## config.mk

```make
export PLATFORM = sky130hd
export DESIGN_NAME = mem_stage_ctrl
export DESIGN_NICKNAME = d
export VERILOG_FILES = /design/src/rtl/mem_stage_ctrl_pkg.sv /design/src/rtl/mem_stage_ctrl_mem_wb_register.sv /design/src/rtl/mem_stage_ctrl.sv
export SDC_FILE = /design/constraint.sdc
export NUM_CORES = 1
export LEC_CHECK = 0
export ABC_AREA = 0
export CORE_MARGIN = 10
export CORE_UTILIZATION = 35
export CTS_BUF_LIST = sky130_fd_sc_hd__clkbuf_8
export DETAILED_ROUTE_END_ITERATION = 10
export PLACE_DENSITY = 0.85
export SKIP_LAST_GASP = 1
export SLEW_MARGIN = 20
export SYNTH_ARGS = -nofsm -noshare
export SYNTH_HDL_FRONTEND = slang
export SYNTH_SLANG_ARGS = --single-unit
```

## constraint.sdc

```tcl
create_clock -name clk -period 1.8 [get_ports clk]
set_input_delay 0.36 -clock clk [delete_from_list [all_inputs] [get_ports clk]]
set_output_delay 0.36 -clock clk [all_outputs]
set_load 0.03 [all_outputs]
```

## src/rtl/mem_stage_ctrl_pkg.sv

```systemverilog
// Shared definitions for the MEM stage controller: FSM encoding and word-alignment helpers.
package mem_stage_ctrl_pkg;

    typedef enum logic {
        MEMST_IDLE = 1'b0,
        MEMST_WAIT = 1'b1
    } mem_state_e;

    localparam logic [1:0] ALIGN_MASK = 2'b11;

    function automatic logic is_aligned(input logic [1:0] addr_lsb);
        return (addr_lsb & ALIGN_MASK) == 2'b00;
    endfunction

endpackage

```

## src/rtl/mem_stage_ctrl_mem_wb_register.sv

```systemverilog
// MEM/WB pipeline register; a bubble clears control bits and data so WB sees a no-op.
module mem_wb_register #(
    parameter int DATA_W     = 32,
    parameter int REG_ADDR_W = 5
) (
    input  logic                  clk,
    input  logic                  rst,
    input  logic                  bubble,
    input  logic [DATA_W-1:0]     read_data,
    input  logic [DATA_W-1:0]     alu_result,
    input  logic [REG_ADDR_W-1:0] write_reg_addr,
    input  logic                  mem_to_reg,
    input  logic                  reg_write,
    output logic [DATA_W-1:0]     read_data_q,
    output logic [DATA_W-1:0]     alu_result_q,
    output logic [REG_ADDR_W-1:0] write_reg_addr_q,
    output logic                  mem_to_reg_q,
    output logic                  reg_write_q
);

    always_ff @(posedge clk or negedge rst) begin
        if (!rst) begin
            read_data_q      <= '0;
            alu_result_q     <= '0;
            write_reg_addr_q <= '0;
            mem_to_reg_q     <= 1'b0;
            reg_write_q      <= 1'b0;
        end else if (bubble) begin
            read_data_q      <= '0;
            alu_result_q     <= '0;
            write_reg_addr_q <= '0;
            mem_to_reg_q     <= 1'b0;
            reg_write_q      <= 1'b0;
        end else begin
            read_data_q      <= read_data;
            alu_result_q     <= alu_result;
            write_reg_addr_q <= write_reg_addr;
            mem_to_reg_q     <= mem_to_reg;
            reg_write_q      <= reg_write;
        end
    end

endmodule

```

## src/rtl/mem_stage_ctrl.sv

```systemverilog
// MEM stage controller: data-memory req/ack handshake with wait states, upstream stall,
// misalignment and timeout detection, feeding the MEM/WB register.
module mem_stage_ctrl
    import mem_stage_ctrl_pkg::*;
#(
    parameter int DATA_W     = 32,
    parameter int REG_ADDR_W = 5,
    parameter int MAX_WAIT   = 16
) (
    input  logic                  clk,
    input  logic                  rst,
    input  logic [DATA_W-1:0]     alu_result_mem,
    input  logic [DATA_W-1:0]     write_data_mem,
    input  logic [REG_ADDR_W-1:0] write_reg_addr_mem,
    input  logic                  ctrl_MemToReg_mem,
    input  logic                  ctrl_RegWrite_mem,
    input  logic                  ctrl_MemRead_mem,
    input  logic                  ctrl_MemWrite_mem,
    output logic                  dmem_req,
    output logic                  dmem_we,
    output logic [DATA_W-1:0]     dmem_addr,
    output logic [DATA_W-1:0]     dmem_wdata,
    input  logic [DATA_W-1:0]     dmem_rdata,
    input  logic                  dmem_ack,
    output logic                  stall_mem,
    output logic [DATA_W-1:0]     read_data_wb,
    output logic [DATA_W-1:0]     alu_result_wb,
    output logic [REG_ADDR_W-1:0] write_reg_addr_wb,
    output logic                  ctrl_MemToReg_wb,
    output logic                  ctrl_RegWrite_wb,
    output logic                  err_misaligned,
    output logic                  err_timeout,
    output mem_state_e            fsm_state
);

    localparam int CNT_W = $clog2(MAX_WAIT + 1);
    localparam logic [CNT_W-1:0] CNT_MAX = CNT_W'(MAX_WAIT);

    mem_state_e       state, state_next;
    logic [CNT_W-1:0] cnt, cnt_next;
    logic             mem_op, aligned, timeout_hit, acked;
    logic             bubble, set_misaligned, set_timeout;
    logic [DATA_W-1:0] load_data;

    assign mem_op      = ctrl_MemRead_mem | ctrl_MemWrite_mem;
    assign aligned     = is_aligned(alu_result_mem[1:0]);
    assign timeout_hit = (state == MEMST_WAIT) && (cnt == CNT_MAX);

    // Handshake: dmem_req stays high (address/data stable) until the cycle dmem_ack is
    // seen with it, or the wait budget runs out; ack without req is ignored.
    // Gating with rst drops the request the instant reset asserts, even mid-wait.
    assign dmem_req   = mem_op & aligned & rst;
    assign dmem_we    = dmem_req & ctrl_MemWrite_mem;
    assign dmem_addr  = alu_result_mem;
    assign dmem_wdata = write_data_mem;
    assign acked      = dmem_req & dmem_ack;
    assign stall_mem  = dmem_req & ~dmem_ack & ~timeout_hit;
    assign fsm_state  = state;

    // Both MemRead and MemWrite set counts as a store, so no load data is returned.
    assign load_data = (acked && !ctrl_MemWrite_mem) ? dmem_rdata : '0;

    always_ff @(posedge clk or negedge rst) begin
        if (!rst) begin
            state          <= MEMST_IDLE;
            cnt            <= '0;
            err_misaligned <= 1'b0;
            err_timeout    <= 1'b0;
        end else begin
            state          <= state_next;
            cnt            <= cnt_next;
            err_misaligned <= set_misaligned;
            if (set_timeout) begin
                err_timeout <= 1'b1;
            end
        end
    end

    always_comb begin
        state_next     = state;
        cnt_next       = cnt;
        bubble         = 1'b0;
        set_misaligned = 1'b0;
        set_timeout    = 1'b0;
        case (state)
            MEMST_IDLE: begin
                if (mem_op && !aligned) begin
                    bubble         = 1'b1;
                    set_misaligned = 1'b1;
                end else if (dmem_req && !dmem_ack) begin
                    state_next = MEMST_WAIT;
                    cnt_next   = CNT_W'(1);
                    bubble     = 1'b1;
                end
            end
            MEMST_WAIT: begin
                if (acked) begin
                    state_next = MEMST_IDLE;
                    cnt_next   = '0;
                end else if (!dmem_req || timeout_hit) begin
                    // Abandon the access; the instruction is discarded as a bubble.
                    state_next  = MEMST_IDLE;
                    cnt_next    = '0;
                    bubble      = 1'b1;
                    set_timeout = timeout_hit;
                end else begin
                    cnt_next = cnt + CNT_W'(1);
                    bubble   = 1'b1;
                end
            end
            default: begin
                state_next = MEMST_IDLE;
                cnt_next   = '0;
                bubble     = 1'b1;
            end
        endcase
    end

    mem_wb_register #(
        .DATA_W     (DATA_W),
        .REG_ADDR_W (REG_ADDR_W)
    ) u_mem_wb (
        .clk              (clk),
        .rst              (rst),
        .bubble           (bubble),
        .read_data        (load_data),
        .alu_result       (alu_result_mem),
        .write_reg_addr   (write_reg_addr_mem),
        .mem_to_reg       (ctrl_MemToReg_mem),
        .reg_write        (ctrl_RegWrite_mem),
        .read_data_q      (read_data_wb),
        .alu_result_q     (alu_result_wb),
        .write_reg_addr_q (write_reg_addr_wb),
        .mem_to_reg_q     (ctrl_MemToReg_wb),
        .reg_write_q      (ctrl_RegWrite_wb)
    );

endmodule

```

# --- After elaboration in Yosys (flattened, before gate mapping) ---
# Index checks and enable logic that the tools add are counted.
totals:
  register_bits: 79
  ram_bits: 0
  latch_bits: 0
  romBits: 0
  elab_cells: 58
  mem_count: 0
classes:
  multipliers: 0
  n_bitwise: 10
  addsub: 1
  order_cmp: 0
  shift: 0
  eq_ne: 3
  n_mux: 24
  div: 0
  n_reduce_logical: 11
op_table:
  columns: ["operator", "n"]
  rows:
  - ["2-to-1 mux 32 bit", 3]
  - ["2-to-1 mux 5 bit", 5]
  - ["2-to-1 mux 1 bit", 13]
  - ["one-hot mux 5 bit (2 select lines)", 1]
  - ["AND 1 bit", 6]
  - ["adder 5 x 1 -> 5 bit (second input constant)", 1]
  - ["== test 5 bit (second input constant)", 1]
  - ["logical AND 1 bit", 4]
  - ["zero test 1 bit", 4]
  - ["inequality test 2 bit (second input constant)", 2]
  - ["one-hot mux 1 bit (2 select lines)", 2]
  - ["NOT 1 bit", 3]
  - ["zero test 2 bit", 1]
  - ["AND reduction 2 bit", 1]
  - ["logical OR 1 bit", 1]
  - ["bitwise OR 1 bit", 1]

# --- Logic depth before layout (Yosys ltp) ---
# Gate-level depths: netlist of run 1.
depth:
  ltp_word: 8
  ltp_mapped: 5

# --- Modules after synthesis ---
# From an unflattened synthesis of run 1, not the netlist that was laid out.
hier_totals:
  cells_unflattened: 300
  area_unflattened_um2: 3485.8
by_module_without_submodules:
  columns: ["mod", "seq_area_each_um2", "cells_each", "n_inst", "area_each_um2"]
  rows:
  - ["mem_wb_register", 1776.7, 149, 1, 2255.9]
  - ["mem_stage_ctrl", 200.2, 151, 1, 1229.9]

# --- Worst setup path before layout of run 1 ---
# Ideal clock, no wire load.
synth_path:
  path_type: "register -> output"
  start: "register cnt[0]"
  end: "output stall_mem"
  n_path_buf: 0
  stages_incl_launch_ff: 6
  slack_ps: 216
  arrival_time_ps: 1224
  cell_sequence: "dfrtp_1 > inv_1 > ha_1 > and4_1 > nand2b_1 > inv_1"
synth_via:
  elab_chain_len: 4
synth_rtl:
  columns: ["element", "line", "source"]
  rows:
  - ["start, declared", "mem_stage_ctrl.sv:40", "logic [CNT_W-1:0] cnt, cnt_next;"]
  - ["start signal, assigned", "mem_stage_ctrl.sv:71", "cnt <= cnt_next;"]
  - ["== test 5 bit", "mem_stage_ctrl.sv:47", "assign timeout_hit = (state == MEMST_WAIT) && (cnt == CNT_MAX);"]
  - ["logical AND 1 bit", "mem_stage_ctrl.sv:47", null]
  - ["NOT 1 bit", "mem_stage_ctrl.sv:57", "assign stall_mem = dmem_req & ~dmem_ack & ~timeout_hit;"]
  - ["AND 1 bit", "mem_stage_ctrl.sv:57", null]
  - ["end, declared", "mem_stage_ctrl.sv:25", "output logic stall_mem,"]
# Every way passes these cells.

# --- Final worst setup path of run 1 ---
layout_path:
  start: "register cnt[1]"
  end: "output stall_mem"
# Same word-level chain as after synthesis.

==> impl_metrics.yaml, run 1 <==
worst_setup_path:
  cp.required_ns: 1.44
  crit_path_end_kind: "output port"
  startpoint_type: "register"
  cp_max_fo: 5
  slowest_stage: "dfrtp_1"
  path_class: "reg -> out"
  crit_top_cell: "inv_2"
  slowest_delay_ns: 0.40
  crit_chain: "inv_2 > ha_4 > and4_4 > nand2b_4 > inv_2 > buf_6"
  cp.arrival_ns: 1.50
clocking:
  cts_max_level: 3
  cts_buffer_depth: 2
  root_buffer: "clkbuf_8"
  cts_made_buffers: 9
  cts_tree: "built"
  clk_pin_slew_ns: 0.09
  clk_latency_ns: 0.34
  clock_sinks: 79
  ctsHoldBuffers: 0
sta:
  layout_min_cycle_time_ns: 1.856
  hold-worst-slack_ns: 0.01244
  hold_violations: 0
  worstMarginPinSlew_ns: 0.8154
  slew_headroom_pct: 45.64
  finalSetupViolations: 1
  rsz0062_at_grt: "true"
  min_period_over_period_pct: 103.1
  skew_ns: 0.008655
  fmaxAchievable_mhz: 538.9
  setup_slack_ns: -0.05561
  slew_violations: 0
  timing.setup.tns_ns: -0.05561
grt:
  grt_pass1_vias: 2492
  grt.overflow.total: 0
  antenna_found_initial: 0
  grt_usage_pct: 14.04
  gr-max-usage-layer: "met2"
  met1_usage_pct: 14.51
  grt_max_degree: 64
  grt_pass1_wl_mm: 14.52
  met3_usage_pct: 8.064
  met2_usage_pct: 23.25
cells_and_area:
  layout.nets: 520
  multi_input_area_um2: 747.0
  fill_cells: 774
  fin_area_um2: 5155
  diodes: 0
  area_delta_synth_final_pct: 59.20
  drive_gt1_share_pct: 21.45
  fin_util_pct: 56.59
  seq_area_um2: 1978
yosys:
  yosys_warnings: 0
  synth_area_per_cell_um2: 12.36
  ys_ff_latch: 79
  ys_seq_area_share_pct: 61.05
  syn_inst: 262
  synth_area_um2: 3238
  synth_cell_types: 27
  synth_nets: 372
floorplan:
  placementRows: 35
  die_w_um: 116.2
  io-pin-count: 249
  die_h_um: 116.2
  die_area_um2: 13500
  core_area_um2: 9109
  start_util_pct: 35.55
detailed_routing:
  vias: 2288
  wl_per_cell_um: 19.06
  drc_errors: 0
  vias_per_cell: 4.350
  firstDrtPassIters: 4
  final_antenna_net_count: 0
  drt-initial-drc-count: 76
  wl_mm: 10.02
worst_hold_path:
  hp-class: "in -> async"
status:
  violations: "setup timing"
  status: "finished with violations"
power:
  power_density_nw_per_um2: 839.3
  power.total_mw: 4.327
  peakVddDrop_uv: 585.8
  leakage_nw: 2.423
placed_design:
  portBuffers: 184
  dp_hpwl_mm: 8.093
  gp_congestion: 0.7868
  placed_area_um2: 4815
run:
  maxCapViolations: 0
## area by class of cell
class / count / share of cell area (%)
Timing Repair Buffer: 208 / 39.30
Sequential cell: 79 / 38.37
Multi-Input combinational cell: 108 / 14.49
Tap cell: 111 / 2.694
Clock inverter: 7 / 2.451
Clock buffer: 9 / 2.403
Inverter: 4 / 0.2913
## critical path, delay by kind of cell, from the launching register on
family | cells | cell delay, ns
buffers and inverters | 3 | 0.26
adders and majority gates | 1 | 0.13
DFF | 1 | 0.40
and+or+nand+nor | 2 | 0.36
## power by group
part | total [mW] | switching (mW) | internal [mW]
clock | 1.64 | 0.694 | 0.941
sequential | 1.87 | 0.0255 | 1.84
combinational | 0.822 | 0.419 | 0.403
## sequential cells by signal (all words and copies together) (netlist names)
signal,cells
cnt,5
err_misaligned,1
err_timeout,1
fsm_state,1
u_mem_wb.alu_result_q,32
u_mem_wb.mem_to_reg_q,1
u_mem_wb.read_data_q,32
u_mem_wb.reg_write_q,1
u_mem_wb.write_reg_addr_q,5
## cell usage in the layout, fill, tap and decap left out, types with 2 or more instances in the layout
master           synthesis  layout
dlymetal6s2s_1           0       3
buf_12                   0       7
clkdlybuf4s50_1          0     141
xnor2_1                  2       2
inv_2                    0       3
inv_6                    0       2
nor4b_1                  2       2
o22ai_1                  3       3
and2_1                  69      69
nand2_1                  8       8
nand3_1                  3       3
clkbuf_8                 0       9
nor2_1                   4       3
bufinv_16                0       3
dfrtp_1                 79      78
buf_4                   64      52
dlygate4sd2_1            0       4
## what timing repair did
item                                    in CTS  in global routing
gates resized for setup                      8                 11
endpoints found under the setup margin       3                  5
pin swaps                                    1                  2
setup buffers                                2                  5
## final timing paths
kind / startpoint / endpoint / cells past startpoint / slack (ns)
max: cnt[1]$_DFFE_PN0P_ / stall_mem / 6 / -0.06
min: rst / u_mem_wb.alu_result_q[1]$_DFF_PN0_ / 2 / 0.01
max reg2reg: cnt[0]$_DFFE_PN0P_ / cnt[4]$_DFFE_PN0P_ / 7 / 0.43
min reg2reg: err_timeout$_DFFE_PN0P_ / err_timeout$_DFFE_PN0P_ / 1 / 0.48
max in group asynchronous: rst / u_mem_wb.alu_result_q[16]$_DFF_PN0_ / 2 / 1.01
min in group clk: err_timeout$_DFFE_PN0P_ / err_timeout$_DFFE_PN0P_ / 1 / 0.48
## metrics by stage
step	cells	setup WS, ns
finish	526	-0.05561
global route	526	-0.1252
CTS	521	-0.1273
detailed placement	503	-0.2212
global placement	503	-0.2001
floorplan	262	0.2164
## metal layers
| metal | vias up | share of wire [%] |
|---|---|---|
| met2 | 153 | 49 |
| met3 | 16 | 15 |
| met5 | - | 0 |
| li1 | 1050 | - |
| met1 | 1069 | 34 |
| met4 | 0 | 1.7 |
## kinds of logic (layout without fill, tap and decap cells)
family	count (synthesis)	count (layout)	synth area share [%]
compound gates	9	9	2.589
fa+ha+maj	2	2	0.7727
flops	79	79	61.05
xor+xnor	3	3	0.8116
simple gates	94	94	17.97
buf+inv	75	228	16.81
## cell usage after synthesis
master | count | area share (%)
dfrtp_1 | 79 | 61
and2_1 | 69 | 13
buf_4 | 64 | 15
nand2_1 | 8 | 0.93
clkbuf_1 | 4 | 0.46
inv_1 | 4 | 0.46
nor2_1 | 4 | 0.46
buf_6 | 3 | 1.0
nand3_1 | 3 | 0.46
o22ai_1 | 3 | 0.58
ha_1 | 2 | 0.77
nor3_1 | 2 | 0.31
nor4b_1 | 2 | 0.54
xnor2_1 | 2 | 0.54
a211oi_4 | 1 | 0.62
a21o_1 | 1 | 0.23
a21oi_1 | 1 | 0.15
and3_1 | 1 | 0.19
and4_1 | 1 | 0.27
nand2b_1 | 1 | 0.19
nor3b_2 | 1 | 0.39
nor4_4 | 1 | 0.66
o21a_1 | 1 | 0.23
o21ai_4 | 1 | 0.50
o32ai_1 | 1 | 0.27
or4_1 | 1 | 0.23
xor2_1 | 1 | 0.27
Note: power is estimated with default switching activity, not from simulation.
==> run 2: changes to the inputs <==
Settings changed: SETUP_SLACK_MARGIN set to 0.5, SLEW_MARGIN 20 to 0.
==> run 2 against run 1 <==
  * The run still ends with setup timing left
  * First-iteration DRC count grew 21%
  * Sequential power is essentially flat
  * Setup slack lost 0.038 ns
  * Non-clock buffer count grew 22
  * Clock power shrank 6%
  * Total power grew 0.29%
  * Clock-buffer cell count is the same
  * Fmax shrank 2.0%
  * Core utilization grew 1.2 points
  * Critical path depth is the same
==> impl_metrics.yaml, run 2 (same netlist as run 1, synthesis figures left out) <==
detailed_routing:
  wl_per_cell_um: 21.27
  vias: 2467
  vias_per_cell: 4.494
  wl_mm: 11.68
  final_antenna_net_count: 0
  firstDrtPassIters: 4
  drc_errors: 0
  drt-initial-drc-count: 92
sta:
  rsz0062_at_grt: "true"
  hold_violations: 0
  finalSetupViolations: 1
  skew_ns: 0.008818
  min_period_over_period_pct: 105.2
  slew_violations: 0
  hold-worst-slack_ns: 0.1122
  slew_headroom_pct: 73.00
  setup_slack_ns: -0.09355
  fmaxAchievable_mhz: 528.1
  layout_min_cycle_time_ns: 1.894
  worstMarginPinSlew_ns: 0.4050
  timing.setup.tns_ns: -0.09355
cells_and_area:
  fill_cells: 774
  final_cell_mix: "78 x dfrtp_1, 62 x and2_1, 55 x buf_6"
  reg_top3: "u_mem_wb.alu_result_q x32, u_mem_wb.read_data_q x32"
  multi_input_area_um2: 807.0
  fin_cells: 549
  area_delta_synth_final_pct: 62.48
  final_common_cell: "dfrtp_1"
  drive_gt1_share_pct: 46.22
  layout.nets: 542
  seq_area_um2: 1978
floorplan:
  die_h_um: 116.2
  core_area_um2: 9109
  die_area_um2: 13500
  die_w_um: 116.2
  start_util_pct: 35.55
  io-pin-count: 249
  placementRows: 35
power:
  p_int_mw: 3.107
  combPwrFrac_pct: 21.5
  p_clk_share_pct: 35.4
  leakage_nw: 2.741
  netSwitchingPower_mw: 1.232
  switching_share_pct: 28.39
  peakVddDrop_uv: 443.7
  power_frac_seq_pct: 43.1
  power_density_nw_per_um2: 824.7
worst_setup_path:
  crit_top_cell: "inv_2"
  r2r_start: "fsm_state$_DFF_PN0_"
  crit_chain: "inv_2 > ha_4 > and4_4 > nand2b_4 > inv_2 > buf_6"
  slowest_delay_ns: 0.42
  cp_top_family: "flip-flops"
  endpoint: "stall_mem"
  path_class: "reg -> out"
  crit_path_end_kind: "output port"
  r2r_cells: 8
  cp.buffers_inverters: 3
  cp.depth: 6
  cp.arrival_ns: 1.53
  cp_max_fo: 2
  startpoint_type: "register"
  crit_start: "cnt[0]$_DFFE_PN0P_"
  r2r_setup_slack_ns: 0.19
  r2r-end: "u_mem_wb.alu_result_q[20]$_DFF_PN0_"
  slowest_stage: "dfrtp_1"
  cp.required_ns: 1.44
clocking:
  clk_latency_ns: 0.35
  clk_pin_slew_ns: 0.09
  clock_sinks: 79
  cts_max_level: 3
  root_buffer: "clkbuf_8"
  cts_tree: "built"
  cts_buffer_depth: 2
  cts_made_buffers: 9
placed_design:
  dp_hpwl_mm: 8.642
  dp_cells: 503
  gp_congestion: 0.7725
  portBuffers: 184
worst_hold_path:
  hp-class: "in -> async"
grt:
  grt_max_degree: 35
  grt.overflow.total: 0
  antenna_found_initial: 1
  grt_pass1_wl_mm: 17.22
  grt_pass1_vias: 2861
  grt_usage_pct: 16.95
status:
  violations: "setup timing"
  status: "finished with violations"
run:
  maxCapViolations: 0
==> run 2: cell count changes in the layout (fill, tap and decap cells not counted), moves of 4 or more <==
cell,delta
and2_1,-7
dlygate4sd2_1,+26
and2_4,+7
buf_6,+54
buf_4,-9
buf_2,+51
buf_8,+4
clkdlybuf4s50_1,-102
==> run 2: worst min-delay path by stage <==
stage	start	to	slack (ns)	cells past startpoint
global placement	rst	cnt[4]$_DFFE_PN0P_	0.43	2
detailed placement	rst	cnt[3]$_DFFE_PN0P_	0.44	2
floorplan	rst	cnt[0]$_DFFE_PN0P_	0.06	0
finish	rst	cnt[0]$_DFFE_PN0P_	0.11	3
global route	rst	cnt[0]$_DFFE_PN0P_	0.13	3
CTS	rst	cnt[0]$_DFFE_PN0P_	0.11	3
==> run 2: stage by stage <==
step	worst slack (ns)	instance area (µm²)	power, mW	util [%]
after floorplan	0.2654	3246	2.406	-
after global placement	-0.1427	4772	2.672	52.39
after detailed placement	-0.1681	4772	2.687	52.39
after CTS	-0.03778	5091	4.331	55.89
after global routing	-0.1549	5261	4.533	57.76
final	-0.09355	5261	4.339	57.76
==> run 2: area by class of cell <==
type / count / area share [%]
timing repair buffer: 230 / 39.79
antenna: 1 / 0.04756
tap: 111 / 2.640
multi-input combinational: 108 / 15.34
sequential: 79 / 37.60
inverter: 4 / 0.2854
clock buffer: 9 / 2.354
clock inverter: 7 / 1.950
==> run 2: routing by layer <==
layer / up-vias / share of wire (%) / track usage (%)
met5: - / 0 / 0
met3: 24 / 14 / 9.399
met2: 178 / 51 / 29.69
met1: 1165 / 33 / 16.55
li1: 1100 / - / -
met4: 0 / 1.9 / 5.838
==> run 2: what timing repair did <==
item	4_1_cts	5_1_grt
endpoints found under the setup margin	185	70
pin swaps	10	3
setup buffers	19	4
gates resized for setup	498	67
gates cloned	6	0
endpoints found under the hold margin	0	0
hold buffers	0	0
==> run 2: tightest hold or removal path: cells and delay by family <==
family                 cells  cell delay [ns]
buffers and inverters      3             0.49
==> run 2: power by group through the flow <==
stage	sequential [mW]	clock, mW	combinational [mW]
2_1_floorplan	2.04	0	0.370
3_3_place_gp	1.90	0	0.768
3_5_place_dp	1.91	0	0.780
4_1_cts	1.87	1.58	0.886
5_1_grt	1.88	1.67	0.986
6_report	1.87	1.54	0.931
==> run 3: changes to the inputs <==
Settings changed: CORE_UTILIZATION 35 to 37, PLACE_DENSITY 0.85 to 0.89.
Clock period 1.8 ns to 2.3 ns, I/O delays scaled along.
==> run 3 against run 2 <==
  * Final area fell by 4.4%
  * Combinational power fell by 37%
  * Worst hold slack improved by 0.067 ns
  * Largest cell class is now registers
  * The run now ends clean
==> impl_metrics.yaml, run 3 (same netlist as run 1, synthesis figures left out) <==
sta:
  rsz0062_at_grt: "true"
  timing.setup.tns_ns: 0
  slew_violations: 0
  hold_violations: 0
  worstMarginPinSlew_ns: 0.6363
  layout_min_cycle_time_ns: 1.961
  min_period_over_period_pct: 85.26
  slew_headroom_pct: 57.58
  finalSetupViolations: 0
  skew_ns: 0.01344
  fmaxAchievable_mhz: 510.0
worst_setup_path:
  crit_path_end_kind: "output port"
  cp.arrival_ns: 1.50
  path_class: "reg -> out"
  startpoint_type: "register"
  cp_max_fo: 3
  cp.required_ns: 1.84
status:
  status: "complete, no violations"
clocking:
  root_buffer: "clkbuf_8"
  clk_pin_slew_ns: 0.09
  cts_made_buffers: 9
  clock_sinks: 79
  cts_max_level: 3
  cts_buffer_depth: 2
  cts_tree: "built"
  clk_latency_ns: 0.34
worst_hold_path:
  hp-class: "in -> async"
power:
  peakVddDrop_uv: 381.2
  power_density_nw_per_um2: 616.5
  leakage_nw: 2.633
grt:
  antenna_found_initial: 0
  grt.overflow.total: 0
  grt_max_degree: 52
  grt_usage_pct: 15.07
  grt_pass1_wl_mm: 15.32
  grt_pass1_vias: 2660
placed_design:
  placed_area_um2: 4783
  dp_hpwl_mm: 8.243
  portBuffers: 184
  gp_congestion: 0.7073
cells_and_area:
  reg_top3: "u_mem_wb.alu_result_q x32, u_mem_wb.read_data_q x32"
  area_delta_synth_final_pct: 55.33
  fill_cells: 701
  final_cell_mix: "79 x dfrtp_1, 78 x dlygate4sd2_1, 69 x and2_1, 69 x clkdlybuf4s50_1"
  layout.nets: 520
  fin_area_um2: 5030
  drive_gt1_share_pct: 20.96
  diodes: 0
  final_common_cell: "dfrtp_1"
detailed_routing:
  drt-initial-drc-count: 55
  final_antenna_net_count: 0
  drc_errors: 0
  wl_per_cell_um: 19.66
  vias_per_cell: 4.468
  wl_mm: 10.28
  firstDrtPassIters: 4
  vias: 2337
floorplan:
  die_h_um: 113.6
  die_area_um2: 12890
  start_util_pct: 37.50
  core_area_um2: 8636
  die_w_um: 113.6
  placementRows: 34
  io-pin-count: 249
run:
  maxCapViolations: 0
## run 3: through the flow
| stage | power (mW) | setup slack [ns] | hold WS (ns) | cells | util [%] |
|---|---|---|---|---|---|
| global placement | 2.096 | 0.1700 | 0.4409 | 494 | 55.39 |
| floorplan | 1.882 | 0.5982 | 0.1644 | 262 | - |
| finish | 3.101 | 0.3391 | 0.1790 | 523 | 58.24 |
| global route | 3.245 | 0.2770 | 0.1822 | 523 | 58.24 |
| CTS | 3.137 | 0.2555 | 0.1628 | 517 | 57.45 |
| detailed placement | 2.108 | 0.09414 | 0.4497 | 494 | 55.39 |
## run 3: path summary, 6_finish.rpt
kind / startpoint / end / slack [ns] / cells past startpoint
hold reg to reg: err_timeout$_DFFE_PN0P_ / err_timeout$_DFFE_PN0P_ / 0.46 / 1
max in group asynchronous: rst / u_mem_wb.write_reg_addr_q[2]$_DFF_PN0_ / 1.58 / 2
hold / removal: rst / err_timeout$_DFFE_PN0P_ / 0.18 / 2
setup reg to reg: cnt[1]$_DFFE_PN0P_ / cnt[3]$_DFFE_PN0P_ / 0.34 / 12
setup / recovery: cnt[1]$_DFFE_PN0P_ / stall_mem / 0.34 / 6
min in group clk: ctrl_MemRead_mem / u_mem_wb.alu_result_q[0]$_DFF_PN0_ / 0.40 / 2
## run 3: final cells by class
cell class,instances,area (µm²),area share [%]
Timing Repair Buffer,208,1911,37.99
Inverter,4,15.01,0.2985
Sequential cell,79,1977,39.30
Clock inverter,7,78.83,1.567
Clock buffer,9,123.9,2.463
Tap cell,108,135.1,2.687
Multi-Input combinational cell,108,789.5,15.70
## run 3: where the power goes
part | total [mW] | switching [mW] | leakage, nW | internal, mW
Combinational | 0.588 | 0.328 | 1.48 | 0.261
Sequential | 1.46 | 0.0191 | 1.06 | 1.44
Clock | 1.05 | 0.538 | 0.0929 | 0.513
## run 3: timing repair
action,CTS,global route
gates resized for setup,148,48
endpoints found under the setup margin,144,29
hold buffers,0,0
setup buffers,7,6
pin swaps,2,5
## run 3: metal layers
| layer | routed length [µm] | vias up | track usage (%) | part of all wire (%) |
|---|---|---|---|---|
| li1 | - | 1052 | - | - |
| met1 | 3431 | 1115 | 14.28 | 33 |
| met2 | 5351 | 156 | 26.42 | 52 |
| met3 | 1317 | 14 | 8.714 | 13 |
| met4 | 184 | 0 | 5.499 | 1.8 |
| met5 | 0 | - | 0 | 0 |
## run 3: critical path, cell delays in order, from the launching register on
cell      delay [ns]
dfrtp_1         0.42
inv_2           0.09
ha_4            0.12
and4_4          0.23
nand2b_4        0.14
inv_2           0.04
buf_6           0.12
==> RTL edit (settings of run 2) <==
Change the parameter `MAX_WAIT` from 16 to 32.
--- a/src/rtl/mem_stage_ctrl.sv
+++ b/src/rtl/mem_stage_ctrl.sv
@@ -5,7 +5,7 @@
 #(
     parameter int DATA_W     = 32,
     parameter int REG_ADDR_W = 5,
-    parameter int MAX_WAIT   = 16
+    parameter int MAX_WAIT   = 32
 ) (
     input  logic                  clk,
     input  logic                  rst,
Behaviour: no difference found for any inputs over 10 cycles, from zero or initial values and one cycle with rst low; that may be too few to reach the edited logic, so the function may still have changed.
==> RTL edit against run 2 <==
  * The run still ends with negative setup slack left
  * Critical path depth down 1
  * Synthesized area up 3.1%
  * Design area up 1.7%
  * Routed wire length up 5.5%
  * Worst setup slack better by 0.019 ns
  * Power down 7.3%
  * Sequential cell count up 1
  * Utilization down 0.11 points
  * Worst hold slack better by 0.29 ns
  * Global-route usage down 0.73 points
  * Synthesized cell count up 1.9%
  * Maximum frequency up 1.0%
==> RTL edit: results (changes against run 2) <==
- The standard cell area after detailed placement was 4850 um^2 (+1.7%).
- The largest individual stage delay along the critical path comes from the cell sky130_fd_sc_hd__or3b_4.
- The count of routing violations after the opening detailed-route iteration is 105 (+14%).
- The startpoint identified for the worst register-to-register timing path is cnt[2].
- The final-layout setup total negative slack is -0.0741 ns (+0.0194 ns).
- The via count of the first global-routing pass is 2,846 (-0.52%).
- The worst setup margin came to -0.0741 ns (+0.0194 ns).
- The cell depth of the worst flop-to-flop path is 5 (-3).
- The gate count after technology mapping is 267 (+1.9%).
- The number of filler cells placed in the layout is 790 (+2.1%).
- The checks that failed: negative setup slack.
- The worst clock skew is 0.00936 ns (+0.000538 ns).
- The post-DP HPWL is 8190 um (-5.2%).
- The peak ir drop on the vdd network is 364 uV (-18%).
- The register area share after synthesis was 60.0% (-1.1 points).
- The worst hold path belongs to the class in -> reg.
- The pin count of the biggest net entering global routing is 72 (+110%).
- After synthesis, the cell types taking the most area are sky130_fd_sc_hd__dfrtp_1, sky130_fd_sc_hd__buf_4, sky130_fd_sc_hd__and2_1, sky130_fd_sc_hd__and2_4, sky130_fd_sc_hd__buf_6.
- The detailed-route vias per instance is 4.42 (-1.6%).
- The reported leakage power is 0.00282 uW (+2.8%).
- The number of distinct library cells after synthesis is 26 (-3.7%).
- The run finished, with violations left.
- The count of nets after finishing is 546 (+0.74%).
- The via count of the routed design was 2,521 (+2.2%).
- The number of instances in the placed design was 523 (+4.0%).
- The global-route wire length before repair is 17,500 um (+1.6%).
- The final weighted congestion in routability-driven placement was 0.801 (+3.7%).
- By count the netlist is led by sky130_fd_sc_hd__dfrtp_1, sky130_fd_sc_hd__buf_4, sky130_fd_sc_hd__and2_1.
- The synthesized net count was 377 (+1.3%).
- The routed length per instance is 21.6 um (+1.6%).
- The setup-violating endpoint count in the final report is 1 (unchanged).
- The count of antenna diodes in the layout is 0 (-1).
- In the final layout, the registers with the most flip-flops are u_mem_wb.alu_result_q x32, u_mem_wb.read_data_q x32, cnt x6.
## RTL edit: stage by stage
step	util (%)	worst slack [ns]	hold WS [ns]	total power [uW]
6_report	57.7	-0.0741	0.397	4020
5_1_grt	57.7	-0.105	0.378	4190
4_1_cts	54.0	-0.0682	0.366	4000
3_5_place_dp	52.3	-0.528	0.314	2710
3_3_place_gp	52.3	-0.469	0.320	2690
2_1_floorplan	-	-0.0911	0.0644	2450
## RTL edit: layer usage
metal,global-route usage [%],vias up,wire (um),part of all wire (%)
met5,0,-,0,0
met4,7.42,0,346,2.8
met3,5.52,44,787,6.4
met2,28.1,118,6490,53
met1,17.4,1228,4700,38
li1,-,1131,-,-
## RTL edit: power breakdown
group / leakage (uW) / switching, uW / total, uW / internal, uW
clock network: 0.0000910 / 711 / 1270 / 558
logic: 0.00165 / 456 / 865 / 409
registers: 0.00107 / 24.4 / 1890 / 1860
## RTL edit: cell type report
type,instances,area (um^2),share of cell area [%]
Multi-Input combinational cell,120,1010,18.8
Tap cell,129,161,3.02
Inverter,2,7.51,0.140
Timing Repair Buffer,223,1980,37.1
Clock inverter,6,52.6,0.982
Sequential cell,80,2000,37.4
Clock buffer,10,138,2.57
## RTL edit: critical path: cells and delay by family
kind	cells	cell delay (ns)
and+or+nand+nor	3	0.92
buffers and inverters	2	0.24
## RTL edit: worst max-delay path by stage
stage | startpoint | to | slack (ns) | depth (start not counted)
after floorplan | alu_result_mem[1] | u_mem_wb.alu_result_q[10] | -0.09 | 7
after global placement | alu_result_mem[1] | stall_mem | -0.47 | 5
after detailed placement | alu_result_mem[1] | u_mem_wb.mem_to_reg_q | -0.53 | 5
after CTS | alu_result_mem[0] | stall_mem | -0.07 | 5
after global routing | cnt[2] | stall_mem | -0.10 | 4
final | alu_result_mem[0] | stall_mem | -0.07 | 5
## RTL edit: kinds of logic (layout without fill, tap and decap cells)
family                   count (synthesis)  after routing  share of synthesized area, %
AO/OA/AOI/OAI                           10             10                          2.44
flip-flops                              80             80                          60.0
buffers and inverters                   75            241                          16.8
AND/OR/NAND/NOR                         96            104                          19.0
adder cells (fa/ha/maj)                  2              2                         0.750
XOR/XNOR                                 4              4                          1.05
## RTL edit: timing repair
action | 4_1_cts | 5_1_grt
hold endpoints to repair | 9 | 0
resized for setup | 475 | 88
hold buffers | 1 | 0
cloned | 8 | 4
pin swaps | 5 | 13
setup endpoints to repair | 186 | 104
setup buffers | 7 | 11
